--- config.mk ---
export PLATFORM = sky130hd
export DESIGN_NAME = pong_motion
export DESIGN_NICKNAME = d
export VERILOG_FILES = /design/src/rtl/pong_pkg.sv /design/src/rtl/paddle_ctrl.sv /design/src/rtl/pong_motion.sv
export SDC_FILE = /design/constraint.sdc
export NUM_CORES = 1
export LEC_CHECK = 0
export CAP_MARGIN = 40
export CORE_ASPECT_RATIO = 0.7
export CORE_MARGIN = 2
export CORE_UTILIZATION = 53
export DETAILED_ROUTE_END_ITERATION = 6
export PLACE_DENSITY = 0.8
export SYNTH_ARGS = -nofsm -noshare
export SYNTH_HDL_FRONTEND = slang
export SYNTH_SLANG_ARGS = --single-unit
--- constraint.sdc ---
create_clock -name clk -period 3.9 [get_ports clk]
set_input_delay 0.78 -clock clk [delete_from_list [all_inputs] [get_ports clk]]
set_output_delay 0.78 -clock clk [all_outputs]
set_load 0.05 [all_outputs]
--- src/rtl/pong_pkg.sv ---
// Shared definitions for the Pong datapath: game-state encodings, default
// screen geometry and the ball/paddle direction and mode types.
package pong_pkg;

  localparam logic [3:0] ST_NEW_GAME  = 4'b0001;
  localparam logic [3:0] ST_PLAY      = 4'b0010;
  localparam logic [3:0] ST_NEW_BALL  = 4'b0100;
  localparam logic [3:0] ST_GAME_OVER = 4'b1000;

  localparam int DEF_SCREEN_W = 640;
  localparam int DEF_SCREEN_H = 480;
  localparam int DEF_COORD_W  = 10;

  typedef enum logic { RIGHT = 1'b0, LEFT = 1'b1 } xdir_t;
  typedef enum logic { UP = 1'b0, DOWN = 1'b1 } ydir_t;

  typedef struct packed {
    xdir_t x;
    ydir_t y;
  } dir_t;

  typedef enum logic [1:0] { GS_NEW_GAME, GS_PLAY, GS_NEW_BALL, GS_GAME_OVER } game_st_t;

  typedef enum logic [1:0] { PAD_HOLD, PAD_CENTRE, PAD_MOVE } pad_mode_t;

  // Anything that is not one of the three live one-hot codes parks the game.
  function automatic game_st_t decode_state(input logic [3:0] s);
    case (s)
      ST_NEW_GAME: return GS_NEW_GAME;
      ST_PLAY:     return GS_PLAY;
      ST_NEW_BALL: return GS_NEW_BALL;
      default:     return GS_GAME_OVER;
    endcase
  endfunction

endpackage

--- src/rtl/paddle_ctrl.sv ---
// One paddle: steps by PADDLE_STEP per motion tick while moving, clamps to the
// playfield, and snaps back to the vertical centre on a new game or ball.
module paddle_ctrl
  import pong_pkg::*;
#(
  parameter int SCREEN_H    = DEF_SCREEN_H,
  parameter int COORD_W     = DEF_COORD_W,
  parameter int PADDLE_H    = 40,
  parameter int PADDLE_STEP = 2
) (
  input  logic               clk,
  input  logic               reset,
  input  logic               tick_i,
  input  pad_mode_t          mode_i,
  input  logic               up_i,
  input  logic               dn_i,
  output logic [COORD_W-1:0] y_o
);

  localparam int AW = COORD_W + 2;
  localparam logic signed [AW-1:0] Y_MIN  = AW'(PADDLE_H / 2);
  localparam logic signed [AW-1:0] Y_MAX  = AW'(SCREEN_H - 1 - PADDLE_H / 2);
  localparam logic signed [AW-1:0] Y_MID  = AW'(SCREEN_H / 2);
  localparam logic signed [AW-1:0] Y_STEP = AW'(PADDLE_STEP);

  logic signed [AW-1:0] y_q, y_d, y_step;
  logic                 unused_hi;

  always_comb begin
    y_step = y_q;
    if (dn_i && !up_i) begin
      y_step = y_q + Y_STEP;
    end else if (up_i && !dn_i) begin
      y_step = y_q - Y_STEP;
    end

    y_d = y_q;
    if (tick_i) begin
      case (mode_i)
        PAD_CENTRE: y_d = Y_MID;
        PAD_MOVE: begin
          // Signed headroom lets the step go below zero before it is clamped.
          if (y_step < Y_MIN)      y_d = Y_MIN;
          else if (y_step > Y_MAX) y_d = Y_MAX;
          else                     y_d = y_step;
        end
        default: y_d = y_q;
      endcase
    end
  end

  always_ff @(posedge clk or posedge reset) begin
    if (reset) y_q <= Y_MID;
    else       y_q <= y_d;
  end

  assign y_o       = y_q[COORD_W-1:0];
  assign unused_hi = ^y_q[AW-1:COORD_W];

endmodule

--- src/rtl/pong_motion.sv ---
// Pong kinematics: motion-tick divider, two clamped paddles and a ball with
// wall bounces, paddle hits (speed-up) and sticky goal flags.
module pong_motion
  import pong_pkg::*;
#(
  parameter int SCREEN_W    = DEF_SCREEN_W,
  parameter int SCREEN_H    = DEF_SCREEN_H,
  parameter int COORD_W     = DEF_COORD_W,
  parameter int BALL_R      = 5,
  parameter int PADDLE_H    = 40,
  parameter int P1_X        = 45,
  parameter int P2_X        = 595,
  parameter int PADDLE_STEP = 2,
  parameter int MAX_SPEED   = 3,
  parameter int TICK_DIV    = 262144,
  localparam int SPEED_W    = $clog2(MAX_SPEED + 1)
) (
  input  logic               clk,
  input  logic               reset,
  input  logic [3:0]         state,
  input  logic               p1_up,
  input  logic               p1_dn,
  input  logic               p2_up,
  input  logic               p2_dn,
  input  logic               serve_dir,
  output logic [COORD_W-1:0] player_1_y,
  output logic [COORD_W-1:0] player_2_y,
  output logic [COORD_W-1:0] ball_x,
  output logic [COORD_W-1:0] ball_y,
  output logic [SPEED_W-1:0] ball_speed,
  output logic               player_1_point,
  output logic               player_2_point,
  output logic               paddle_hit,
  output logic               tick
);

  localparam int AW    = COORD_W + 2;
  localparam int CNT_W = (TICK_DIV > 1) ? $clog2(TICK_DIV) : 1;

  typedef logic signed [AW-1:0] coord_t;

  localparam coord_t X_MID    = coord_t'(SCREEN_W / 2);
  localparam coord_t Y_MID    = coord_t'(SCREEN_H / 2);
  localparam coord_t X_LO     = coord_t'(BALL_R);
  localparam coord_t X_HI     = coord_t'(SCREEN_W - 1 - BALL_R);
  localparam coord_t Y_LO     = coord_t'(BALL_R);
  localparam coord_t Y_HI     = coord_t'(SCREEN_H - 1 - BALL_R);
  localparam coord_t BR       = coord_t'(BALL_R);
  localparam coord_t HALF_H   = coord_t'(PADDLE_H / 2);
  localparam coord_t P1_FACE  = coord_t'(P1_X);
  localparam coord_t P2_FACE  = coord_t'(P2_X);
  localparam coord_t P1_BOUNCE = coord_t'(P1_X + BALL_R);
  localparam coord_t P2_BOUNCE = coord_t'(P2_X - BALL_R);
  localparam dir_t   DIR_RST  = '{x: LEFT, y: UP};

  logic [CNT_W-1:0]   cnt_q, cnt_d;
  game_st_t           gs;
  pad_mode_t          pad_mode;
  logic [COORD_W-1:0] p1_y_w, p2_y_w;

  coord_t             x_q, x_d, y_q, y_d;
  dir_t               dir_q, dir_d;
  logic [SPEED_W-1:0] speed_q, speed_d, speed_inc;
  logic               p1_pt_q, p1_pt_d, p2_pt_q, p2_pt_d;
  logic               hit;

  coord_t             s, p1_y_s, p2_y_s, d1, d2, a1, a2;
  logic               hit1, hit2;
  logic               unused_hi;

  // Motion-tick divider: tick is the last count before the wrap.
  assign tick  = (cnt_q == CNT_W'(TICK_DIV - 1));
  assign cnt_d = tick ? '0 : cnt_q + CNT_W'(1);

  always_ff @(posedge clk or posedge reset) begin
    if (reset) cnt_q <= '0;
    else       cnt_q <= cnt_d;
  end

  assign gs = decode_state(state);

  always_comb begin
    pad_mode = PAD_HOLD;
    case (gs)
      GS_NEW_GAME, GS_NEW_BALL: pad_mode = PAD_CENTRE;
      GS_PLAY:                  pad_mode = PAD_MOVE;
      default:                  pad_mode = PAD_HOLD;
    endcase
  end

  paddle_ctrl #(
    .SCREEN_H(SCREEN_H), .COORD_W(COORD_W), .PADDLE_H(PADDLE_H), .PADDLE_STEP(PADDLE_STEP)
  ) u_paddle_1 (
    .clk(clk), .reset(reset), .tick_i(tick), .mode_i(pad_mode),
    .up_i(p1_up), .dn_i(p1_dn), .y_o(p1_y_w)
  );

  paddle_ctrl #(
    .SCREEN_H(SCREEN_H), .COORD_W(COORD_W), .PADDLE_H(PADDLE_H), .PADDLE_STEP(PADDLE_STEP)
  ) u_paddle_2 (
    .clk(clk), .reset(reset), .tick_i(tick), .mode_i(pad_mode),
    .up_i(p2_up), .dn_i(p2_dn), .y_o(p2_y_w)
  );

  // Collision terms use only pre-tick registered ball and paddle values.
  assign s      = coord_t'(speed_q);
  assign p1_y_s = coord_t'(p1_y_w);
  assign p2_y_s = coord_t'(p2_y_w);
  assign d1     = y_q - p1_y_s;
  assign d2     = y_q - p2_y_s;
  assign a1     = d1[AW-1] ? -d1 : d1;
  assign a2     = d2[AW-1] ? -d2 : d2;
  assign hit1   = (x_q - BR > P1_FACE) && (x_q - s - BR <= P1_FACE) && (a1 <= HALF_H);
  assign hit2   = (x_q + BR < P2_FACE) && (x_q + s + BR >= P2_FACE) && (a2 <= HALF_H);

  assign speed_inc = (speed_q >= SPEED_W'(MAX_SPEED)) ? speed_q : speed_q + SPEED_W'(1);

  always_comb begin
    x_d     = x_q;
    y_d     = y_q;
    dir_d   = dir_q;
    speed_d = speed_q;
    p1_pt_d = p1_pt_q;
    p2_pt_d = p2_pt_q;
    hit     = 1'b0;
    if (tick) begin
      case (gs)
        GS_NEW_GAME, GS_NEW_BALL: begin
          x_d     = X_MID;
          y_d     = Y_MID;
          speed_d = SPEED_W'(1);
          dir_d.x = serve_dir ? LEFT : RIGHT;
          dir_d.y = UP;
          p1_pt_d = 1'b0;
          p2_pt_d = 1'b0;
        end
        GS_PLAY: begin
          if (!p1_pt_q && !p2_pt_q) begin
            if (dir_q.y == UP) begin
              if (y_q - s <= Y_LO) begin
                y_d     = Y_LO;
                dir_d.y = DOWN;
              end else begin
                y_d = y_q - s;
              end
            end else begin
              if (y_q + s >= Y_HI) begin
                y_d     = Y_HI;
                dir_d.y = UP;
              end else begin
                y_d = y_q + s;
              end
            end

            // A paddle hit wins over a goal on the same tick.
            if (dir_q.x == LEFT) begin
              if (hit1) begin
                x_d     = P1_BOUNCE;
                dir_d.x = RIGHT;
                speed_d = speed_inc;
                hit     = 1'b1;
              end else if (x_q - s <= X_LO) begin
                x_d     = X_LO;
                p2_pt_d = 1'b1;
              end else begin
                x_d = x_q - s;
              end
            end else begin
              if (hit2) begin
                x_d     = P2_BOUNCE;
                dir_d.x = LEFT;
                speed_d = speed_inc;
                hit     = 1'b1;
              end else if (x_q + s >= X_HI) begin
                x_d     = X_HI;
                p1_pt_d = 1'b1;
              end else begin
                x_d = x_q + s;
              end
            end
          end
        end
        default: begin
          x_d = X_MID;
          y_d = Y_MID;
        end
      endcase
    end
  end

  always_ff @(posedge clk or posedge reset) begin
    if (reset) begin
      x_q     <= X_MID;
      y_q     <= Y_MID;
      dir_q   <= DIR_RST;
      speed_q <= SPEED_W'(1);
      p1_pt_q <= 1'b0;
      p2_pt_q <= 1'b0;
    end else begin
      x_q     <= x_d;
      y_q     <= y_d;
      dir_q   <= dir_d;
      speed_q <= speed_d;
      p1_pt_q <= p1_pt_d;
      p2_pt_q <= p2_pt_d;
    end
  end

  assign player_1_y     = p1_y_w;
  assign player_2_y     = p2_y_w;
  assign ball_x         = x_q[COORD_W-1:0];
  assign ball_y         = y_q[COORD_W-1:0];
  assign ball_speed     = speed_q;
  assign player_1_point = p1_pt_q;
  assign player_2_point = p2_pt_q;
  assign paddle_hit     = hit;
  assign unused_hi      = ^{x_q[AW-1:COORD_W], y_q[AW-1:COORD_W]};

endmodule

# ---- Word-level counts from Yosys, hierarchy flattened
# Cells that the tools add are included.
dict set report op_classes {
  n_addsub 18
  order_cmp 15
  n_eq_ne 17
  muxes 57
  n_reduce_logical 25
}
# operator count
set ops {}
lappend ops {{$mux 12} 22}
lappend ops {{$pmux 12 s2} 2}
lappend ops {{$add 12x3->12} 2}
lappend ops {{$add 12x3->12 const B} 2}
lappend ops {{$add 12x4->12 const B} 2}
lappend ops {{$ge 12x11->1 const B} 2}
lappend ops {{$gt 12x10->1 const B} 2}
lappend ops {{$le 12x4->1 const B} 2}
lappend ops {{$le 12x6->1 const B} 2}
lappend ops {{$lt 12x6->1 const B} 2}
lappend ops {{$neg 12->12} 2}
lappend ops {{$sub 12x11->12} 2}
lappend ops {{$sub 12x3->12} 2}
lappend ops {{$sub 12x3->12 const B} 2}
lappend ops {{$sub 12x4->12 const B} 2}
lappend ops {{$mux 1} 20}
lappend ops {{$add 18x1->18 const B} 1}
lappend ops {{$eq 18x18->1 const B} 1}
lappend ops {{$mux 18} 1}
lappend ops {{$ne 2x2->1 const B} 7}
lappend ops {{$ge 12x10->1 const B} 1}
lappend ops {{$gt 12x7->1 const B} 1}
lappend ops {{$le 12x7->1 const B} 1}
lappend ops {{$lt 12x11->1 const B} 1}
lappend ops {{other kinds (21)} 48}
dict set report totals {
  register_bits 72
  in_bits 11
  out_inout_bits 46
  elab_cells 142
}

# ---- Longest topological paths before layout
# Gate-level depths: netlist of run 1.
dict set report logic_depth {
  depth_word 10
  depth_mapped 15
  ltp_nobuf 14
}

# ---- Hierarchy
# From an unflattened synthesis of run 1, not the netlist that was laid out.
dict set report unflattened {
  cells_unflattened 1123
  area_unflattened_um2 8704.6
}
# module instances cells_per_inst area_each_um2 seq_area_each_um2
set modules_own_cells {}
lappend modules_own_cells {pong_motion 1 817 6239.7 1211.2}
lappend modules_own_cells {paddle_ctrl 2 153 1232.4 305.3}

# ---- Worst setup path after synthesis of run 1
# No wires, ideal clock.
dict set report synth_path {
  kind {register to output}
  startpoint {register y_q[0]}
  endpoint {output port paddle_hit}
  arrival_ns 4.393
  t_required_ns 3.120
  setup_slack_ns -1.273
  stages_incl_launch_ff 15
  path_buffers 1
  path_cell_list {dfrtp_1 inv_1 ha_1 inv_1 fa_1 a211oi_2 nor2_2 xnor2_2 nor4b_4 mux2_4 o32a_1 a311oi_2 a31oi_2 buf_2 nor3_1}
}
dict set report synth_between {
  elab_chain_cells 10
  word_cells_on_any_way 16
  classes_between {add/sub: 4; order compare: 2; mux: 8; reduce/logical: 2}
}
# item line_no
set synth_rtl {}
lappend synth_rtl {{start: declaration} pong_motion.sv:61} ;# coord_t x_q, x_d, y_q, y_d;
lappend synth_rtl {{start signal: assignment} pong_motion.sv:201} ;# y_q <= y_d;
lappend synth_rtl {{$sub 12x11->12, on equally long branches} {pong_motion.sv:110, pong_motion.sv:109}}
lappend synth_rtl {{$neg 12->12, on equally long branches} {pong_motion.sv:112, pong_motion.sv:111}}
lappend synth_rtl {{$mux 12, on equally long branches} {pong_motion.sv:112, pong_motion.sv:111}}
lappend synth_rtl {{$le 12x6->1, on equally long branches} {pong_motion.sv:114, pong_motion.sv:113}}
lappend synth_rtl {{$logic_and 1x1->1, on equally long branches} {pong_motion.sv:114, pong_motion.sv:113}}
lappend synth_rtl {{$mux 1, on equally long branches} {pong_motion.sv:169, pong_motion.sv:157}}
lappend synth_rtl {{$mux 1 *} pong_motion.sv:156} ;# if (dir_q.x == LEFT) begin
lappend synth_rtl {{$mux 1 *} pong_motion.sv:138} ;# if (!p1_pt_q && !p2_pt_q) begin
lappend synth_rtl {{$mux 1 *} pong_motion.sv:127} ;# case (gs)
lappend synth_rtl {{$mux 1 *} pong_motion.sv:126} ;# if (tick) begin
lappend synth_rtl {{end: declaration} pong_motion.sv:33} ;# output logic paddle_hit,
# Every way passes the cells marked *; elsewhere a longest branch is shown, timed or not.

# ---- Final worst setup path of run 1
# Ends and elaborated chain as after synthesis.

==> impl_metrics.tcl, run 1 <==
set metrics [dict create \
    status "finished, violations left" \
    violations "DRC, setup timing" \
    fin_ws_ns -0.7439 \
    setup_viol 5 \
    avgRoutedWirePerCell_um 20.45 \
    pin_count 57 \
    firstDrtPassIters 7 \
    start_util 0.5367 \
    antenna_found_initial 0 \
    syn-num-nets 1107 \
    crit_top_cell "inv_2" \
    ant_nets 0 \
    ys_seq_area_frac 0.2210 \
    gr-usage-all-layers 0.3475 \
    cts_buffers 9 \
    synthToLayoutAreaGrowth_pct 33.32 \
    ys_ff_latch 72 \
    dp.cells 1442 \
    syn_inst 1056 \
    relSlewSlack 0.4654 \
    cts_tree "built" \
    hp-start "cnt_q[4]$_DFF_PP0_" \
    tightestPinTransition_ns 0.8000 \
    fin_cells 1472 \
    ctsHoldBuffers 0 \
    cts.clk_slew.worst_paths_ns 0.07 \
    period_needed_ns 4.644 \
    p_comb_frac 0.192 \
    clkPwrFrac 0.452 \
    rsz0062_at_grt "yes" \
    rr_endpoint "ball_speed[0]$_DFFE_PP1P_" \
    grt_pass1_vias 8614 \
    dpl_cell_area_um2 10240 \
    cp.required_ns 3.12 \
    synthesis.area_um2 8242 \
    synth_top_flop_cell "dfrtp_1" \
    gp_congestion 1.064 \
    grt_max_degree 31 \
    critPathTopFamily "compound AO/OA/AOI/OAI gates" \
    vias_per_cell 6.495 \
    fp.dieH_um 108.3 \
    clock-sinks 72 \
    whs_endpoint "cnt_q[4]$_DFF_PP0_" \
    drt_wl_total_um 30100 \
    skew_ns 0.01676 \
    vdd_drop_max_v 0.0002422 \
    p_leak_nw 4.782 \
    fin_nets 1318 \
    crit_type "reg -> out" \
    drt_iter0_drc 1065 \
    yosysWarnings 0 \
    clk_latency_ns 0.36 \
    fin_util 0.7155 \
    power.share.switching 0.2822 \
    drv_slew 0 \
    hpwl_um 22210 \
    cts_buffer_depth 2 \
    fin_crit_sh 1.191 \
    synth_edf_count 0 \
    powerDensity_nw_per_um2 197.1 \
    hold_viol_final 0 \
    avgSynthCellArea_um2 7.805 \
    drive_gt1_frac 0.2783 \
    rrSetupSlack_ns -0.20 \
    worstHoldPathType "reg -> reg" \
    whs_ns 0.4707 \
    ys_async_sr_fraction 1.000 \
    drc 9 \
    start_kind "flop" \
    rows 38 \
    cp_slowest_cell "dfrtp_1" \
    crit_buf_inv 4 \
    holdPathStages 1 \
    vias 9560 \
    arrival_ns 3.86 \
    h-tree-depth 3 \
    worstReg2RegStart "y_q[0]$_DFFE_PP0P_" \
    final_area_um2 10990 \
    cts-root-buf "clkbuf_16" \
    grt_pass1_wl_um 45400 \
    fp.coreArea_um2 15360 \
    total_power_w 0.002166 \
    die_w_um 153.0 \
    dieArea_um2 16580 \
    internal-power_w 0.001555 \
    cp_slowest_stage_delay_ns 0.40 \
    end_kind "output port" \
    cp_cell_sequence "inv_2 > ha_4 > inv_2 > fa_2 > a211oi_2 > buf_4 > o31ai_4 > xnor2_1 > nand3_1 > mux2_4 > o32a_1 > a311oi_4 > a31oi_4 > nor3_4 > buf_12" \
    synth.distinct_cells 102 \
    reg2regPathDepth 17 \
    grt_overflow_total 0 \
    max-cap-violations 0 \
    p_seq_frac 0.356 \
    max_freq_mhz 215.3 \
    n_antenna_cell 0 \
    power.switching_w 0.0006114 \
    numPortBuffers 56 \
    cp_max_fo 4 \
]
-- worst max-delay path by stage --
stage,startpoint,end,slack (ns),depth (start not counted)
final,y_q[0]$_DFFE_PP0P_,paddle_hit,-0.74,15
after global routing,ball_speed[0]$_DFFE_PP1P_,paddle_hit,-0.85,13
after CTS,y_q[0]$_DFFE_PP0P_,paddle_hit,-0.77,15
after detailed placement,y_q[0]$_DFFE_PP0P_,paddle_hit,-0.44,15
after global placement,y_q[0]$_DFFE_PP0P_,paddle_hit,-0.28,15
after floorplan,y_q[0]$_DFFE_PP0P_,paddle_hit,-0.48,14
-- synth_stat cells (7+ instances only) --
cell | n | area, um^2
clkbuf_1 | 34 | 127.6
inv_1 | 50 | 187.7
o211ai_1 | 13 | 97.59
a22oi_1 | 10 | 75.07
nand4_1 | 16 | 100.1
nand2b_1 | 9 | 56.30
dfrtp_1 | 56 | 1401
buf_2 | 9 | 45.04
a31oi_1 | 17 | 106.4
o2111ai_1 | 10 | 87.58
and3_1 | 16 | 100.1
nor2_1 | 91 | 341.6
ha_1 | 34 | 425.4
o31ai_1 | 14 | 105.1
mux2i_1 | 10 | 100.1
xor2_1 | 19 | 166.4
a211o_1 | 7 | 61.31
a21oi_1 | 51 | 255.2
dfstp_2 | 16 | 420.4
o21ai_0 | 56 | 280.3
o22ai_1 | 13 | 81.33
nor2b_1 | 12 | 75.07
or3_1 | 16 | 100.1
nand3_1 | 51 | 255.2
xnor2_1 | 51 | 446.7
and2_1 | 13 | 81.33
nand2_1 | 86 | 322.8
buf_4 | 44 | 330.3
nor3_1 | 40 | 200.2
a21o_1 | 9 | 67.56
o21a_1 | 9 | 67.56
-- power groups by stage --
stage                     Sequential (W)  Clock, W  Combinational [W]
after floorplan                 0.000789         0           0.000232
after global placement          0.000782         0           0.000378
after detailed placement        0.000782         0           0.000387
after CTS                       0.000770  0.000980           0.000392
after global routing            0.000771   0.00101           0.000447
final                           0.000771  0.000980           0.000416
-- flip-flops by register name (all words and copies together) (netlist names) --
name,flops
dir_q,2
cnt_q,18
u_paddle_1.y_q,12
player_2_point,1
y_q,12
x_q,12
ball_speed,2
player_1_point,1
u_paddle_2.y_q,12
-- layout by cell type, fill, tap and decap left out, types with 6 or more instances in the layout --
cell / synthesis / final
buf_4: 44 / 232
nor2_1: 91 / 91
nand2_1: 86 / 86
o21ai_0: 56 / 56
dfrtp_1: 56 / 55
clkdlybuf4s50_1: 0 / 55
nand3_1: 51 / 49
xnor2_1: 51 / 49
a21oi_1: 51 / 47
inv_1: 50 / 46
nor3_1: 40 / 37
ha_1: 34 / 30
xor2_1: 19 / 18
a31oi_1: 17 / 17
and3_1: 16 / 16
nand4_1: 16 / 16
or3_1: 16 / 16
dfstp_2: 16 / 15
o31ai_1: 14 / 14
and2_1: 13 / 13
o211ai_1: 13 / 13
o22ai_1: 13 / 13
nor2b_1: 12 / 12
mux2i_1: 10 / 10
o2111ai_1: 10 / 9
nand2b_1: 9 / 9
o21a_1: 9 / 9
clkbuf_16: 0 / 9
a21o_1: 9 / 8
a22oi_1: 10 / 8
a211o_1: 7 / 7
a21oi_2: 4 / 7
and4_1: 6 / 6
o21bai_1: 6 / 6
o21ai_1: 6 / 6
-- cell type report --
cell class | instances | area (um^2)
Multi-Input combinational cell | 842 | 6023
Fill cell | 1121 | 4369
Clock inverter | 6 | 108.9
Clock buffer | 10 | 229.0
Tap cell | 200 | 250.2
Sequential cell | 72 | 1827
Timing Repair Buffer | 291 | 2359
Inverter | 51 | 191.4
-- cells by family (layout without fill, tap and decap cells) --
logic type,count (synthesis),after routing,share of synthesized area
AOI/OAI and AO/OA,318,318,0.2809
xor gates and xnor gates,73,73,0.08031
adders and majority gates,40,40,0.06619
buffers and inverters,142,358,0.08608
DFF,72,72,0.2210
muxes,14,14,0.01807
and+or+nand+nor,397,397,0.2475
-- per-layer routing --
| metal | wire length [um] | GRT usage | share of wire |
|---|---|---|---|
| met2 | 12570 | 0.5080 | 0.42 |
| met1 | 12500 | 0.4814 | 0.42 |
| met3 | 4019 | 0.1226 | 0.13 |
| met4 | 1018 | 0.1085 | 0.034 |
| met5 | 0 | 0 | 0 |
-- through the flow --
stage / TNS (ns) / worst slack [ns]
final: -1.151 / -0.7439
after global routing: -2.067 / -0.8501
after CTS: -0.8852 / -0.7711
after detailed placement: -1.001 / -0.4446
after global placement: -0.2811 / -0.2811
after floorplan: -0.4782 / -0.4782
-- what timing repair did --
item / CTS / global route
gates resized for setup: 10 / 47
endpoints found under the setup margin: 9 / 20
buffers inserted: 6 / 8
pin swaps: 12 / 35
Power figures use the tool's default switching activity.
==> run 2, diff against run 1 <==
--- a/config.mk
+++ b/config.mk
@@ -8,9 +8,9 @@
 export CAP_MARGIN = 40
 export CORE_ASPECT_RATIO = 0.7
 export CORE_MARGIN = 2
-export CORE_UTILIZATION = 53
+export CORE_UTILIZATION = 40
 export DETAILED_ROUTE_END_ITERATION = 6
-export PLACE_DENSITY = 0.8
+export PLACE_DENSITY = 0.64
 export SYNTH_ARGS = -nofsm -noshare
 export SYNTH_HDL_FRONTEND = slang
 export SYNTH_SLANG_ARGS = --single-unit
==> run 2 against run 1 <==
  * The flow finishes with violations (setup timing)
  * Routed wire length down 0.34%
  * Sequential power about the same
  * Global-route usage down 7.9 points
  * Die area up 31%
  * Critical path depth unchanged
  * Final cell count up 6.4%
  * Final area up 2.6%
  * Clock power down 3.0%
  * Hold slack worse by 0.0043 ns
  * Via count down 1.6%
  * Sequential share of layout area down 0.42 points
  * Largest power group unchanged
==> impl_metrics.tcl, run 2 (synthesized netlist as in run 1, its figures left out) <==
set metrics [dict create \
    status "finished, violations left" \
    violations "setup timing" \
    fill_cells 1810 \
    start_util 0.4118 \
    dpl_cell_area_um2 10520 \
    busiest_layer "met1" \
    powerDensity_nw_per_um2 189.5 \
    drt_wl_total_um 30000 \
    cts_tree "built" \
    cp_slowest_stage_delay_ns 0.40 \
    avgRoutedWirePerCell_um 19.16 \
    largest_register_ffs 18 \
    cp.required_ns 3.12 \
    hold_viol_final 0 \
    ant_nets 0 \
    fin_crit_sh 1.214 \
    max-cap-violations 0 \
    fin_ws_ns -0.8341 \
    drv_slew 0 \
    setup_viol 12 \
    largest-register "cnt_q" \
    vias 9409 \
    dieArea_um2 21790 \
    tightestPinTransition_ns 0.8255 \
    fp.coreArea_um2 20010 \
    die_w_um 175.6 \
    rows 43 \
    preCtsSetupSlack_ns -0.3958 \
    n_antenna_cell 0 \
    crit_buf_inv 4 \
    relSlewSlack 0.4484 \
    cts_buffer_depth 2 \
    drc 0 \
    globalRouteMet1Util 0.4118 \
    hpwl_um 22760 \
    layout_commonest_cell "buf_4" \
    drive_gt1_frac 0.2917 \
    final_area_um2 11270 \
    vdd_drop_max_v 0.0001688 \
    cp_slowest_cell "dfrtp_1" \
    grtUsageMet2 0.3748 \
    critPathTopFamily "compound AO/OA/AOI/OAI gates" \
    worstHoldPathType "reg -> reg" \
    fin_nets 1342 \
    grt_pass1_vias 8462 \
    cts-root-buf "clkbuf_16" \
    fin_setup_tns_ns -5.181 \
    skew_ns 0.007910 \
    grtUsageMet3 0.07143 \
    cp_cell_sequence "inv_2 > buf_12 > ha_4 > inv_2 > fa_2 > a211oi_4 > nor2_2 > xnor2_2 > nor4b_4 > mux2_4 > o32a_1 > a311oi_2 > a31oi_4 > nor3_4 > buf_12" \
    period_needed_ns 4.734 \
    synthToLayoutAreaGrowth_pct 36.78 \
    max_freq_mhz 211.2 \
    vias_per_cell 6.008 \
    h-tree-depth 3 \
    whs_ns 0.4665 \
    p_leak_nw 4.897 \
    pin_count 57 \
    cp_max_fo 3 \
    drt_iter0_drc 1177 \
    antenna_found_initial 0 \
    layout_common_cells "buf_4 (246), nor2_1 (90), nand2_1 (86)" \
    cts.clk_slew.worst_paths_ns 0.07 \
    firstDrtPassIters 6 \
    grt_pass1_wl_um 46070 \
    grt_overflow_total 0 \
    numPortBuffers 56 \
    grt_max_degree 73 \
    gp_congestion 0.9646 \
    ctsHoldBuffers 0 \
    rsz0062_at_grt "yes" \
    start_kind "flop" \
    arrival_ns 3.95 \
    gr-usage-all-layers 0.2687 \
    clk_latency_ns 0.35 \
    crit_type "reg -> out" \
    clock-sinks 72 \
    end_kind "output port" \
    fin_util 0.5633 \
    fp.dieH_um 124.1 \
    cts_buffers 9 \
]
## run 2: through the flow
stage | total power, W | cells
after floorplan | 0.001021 | 1056
after global placement | 0.001172 | 1535
after detailed placement | 0.001175 | 1535
after CTS | 0.002124 | 1551
after global routing | 0.002212 | 1566
final | 0.002137 | 1566
## run 2: report_power, final
part           internal [W]  switching [W]  total [W]
Combinational      0.000173       0.000242   0.000415
Sequential         0.000760      0.0000106   0.000770
Clock              0.000582       0.000369   0.000951
## run 2: final cells by class
type,instances,area [um^2],area share
multi-input combinational,842,5998,0.5321
timing repair buffer,315,2587,0.2295
sequential,72,1827,0.1620
tap,270,337.8,0.02997
clock buffer,10,239.0,0.02120
inverter,51,192.7,0.01709
clock inverter,6,91.34,0.008102
## run 2: worst paths after layout
kind                                    start                              to  slack [ns]  cells after the start
max                        y_q[0]$_DFFE_PP0P_                      paddle_hit       -0.83                     15
min reg2reg                cnt_q[4]$_DFF_PP0_              cnt_q[4]$_DFF_PP0_        0.47                      1
max reg2reg                y_q[0]$_DFFE_PP0P_              x_q[5]$_DFFE_PP0P_       -0.70                     22
min in group asynchronous               reset  u_paddle_1.y_q[11]$_DFFE_PP0P_        0.84                      3
min                        cnt_q[4]$_DFF_PP0_              cnt_q[4]$_DFF_PP0_        0.47                      1
max in group asynchronous               reset   u_paddle_2.y_q[6]$_DFFE_PP1P_        2.68                      3
## run 2: routing by layer
metal  share of wire  vias to the layer above
li1                -                     4354
met1            0.48                     4487
met2            0.40                      509
met3            0.11                       59
met4           0.015                        0
met5               0                        -
## run 2: repair_timing
action / CTS / global route
gates cloned: 0 / 1
endpoints found under the setup margin: 4 / 20
resized for setup: 2 / 56
buffers inserted: 0 / 15
pin swaps: 0 / 18
## run 2: worst register-to-register path: stages, from the launching register on
cell	delay [ns]
dfrtp_1	0.40
inv_2	0.10
buf_12	0.11
ha_4	0.12
inv_2	0.03
fa_2	0.37
a211oi_4	0.26
nor2_2	0.08
xnor2_2	0.18
nor4b_4	0.32
mux2_4	0.33
o32a_1	0.35
a311oi_2	0.37
a31oi_4	0.20
buf_6	0.16
buf_6	0.10
buf_6	0.10
buf_6	0.10
buf_6	0.10
buf_6	0.10
buf_8	0.13
a221o_1	0.29
o21bai_1	0.20
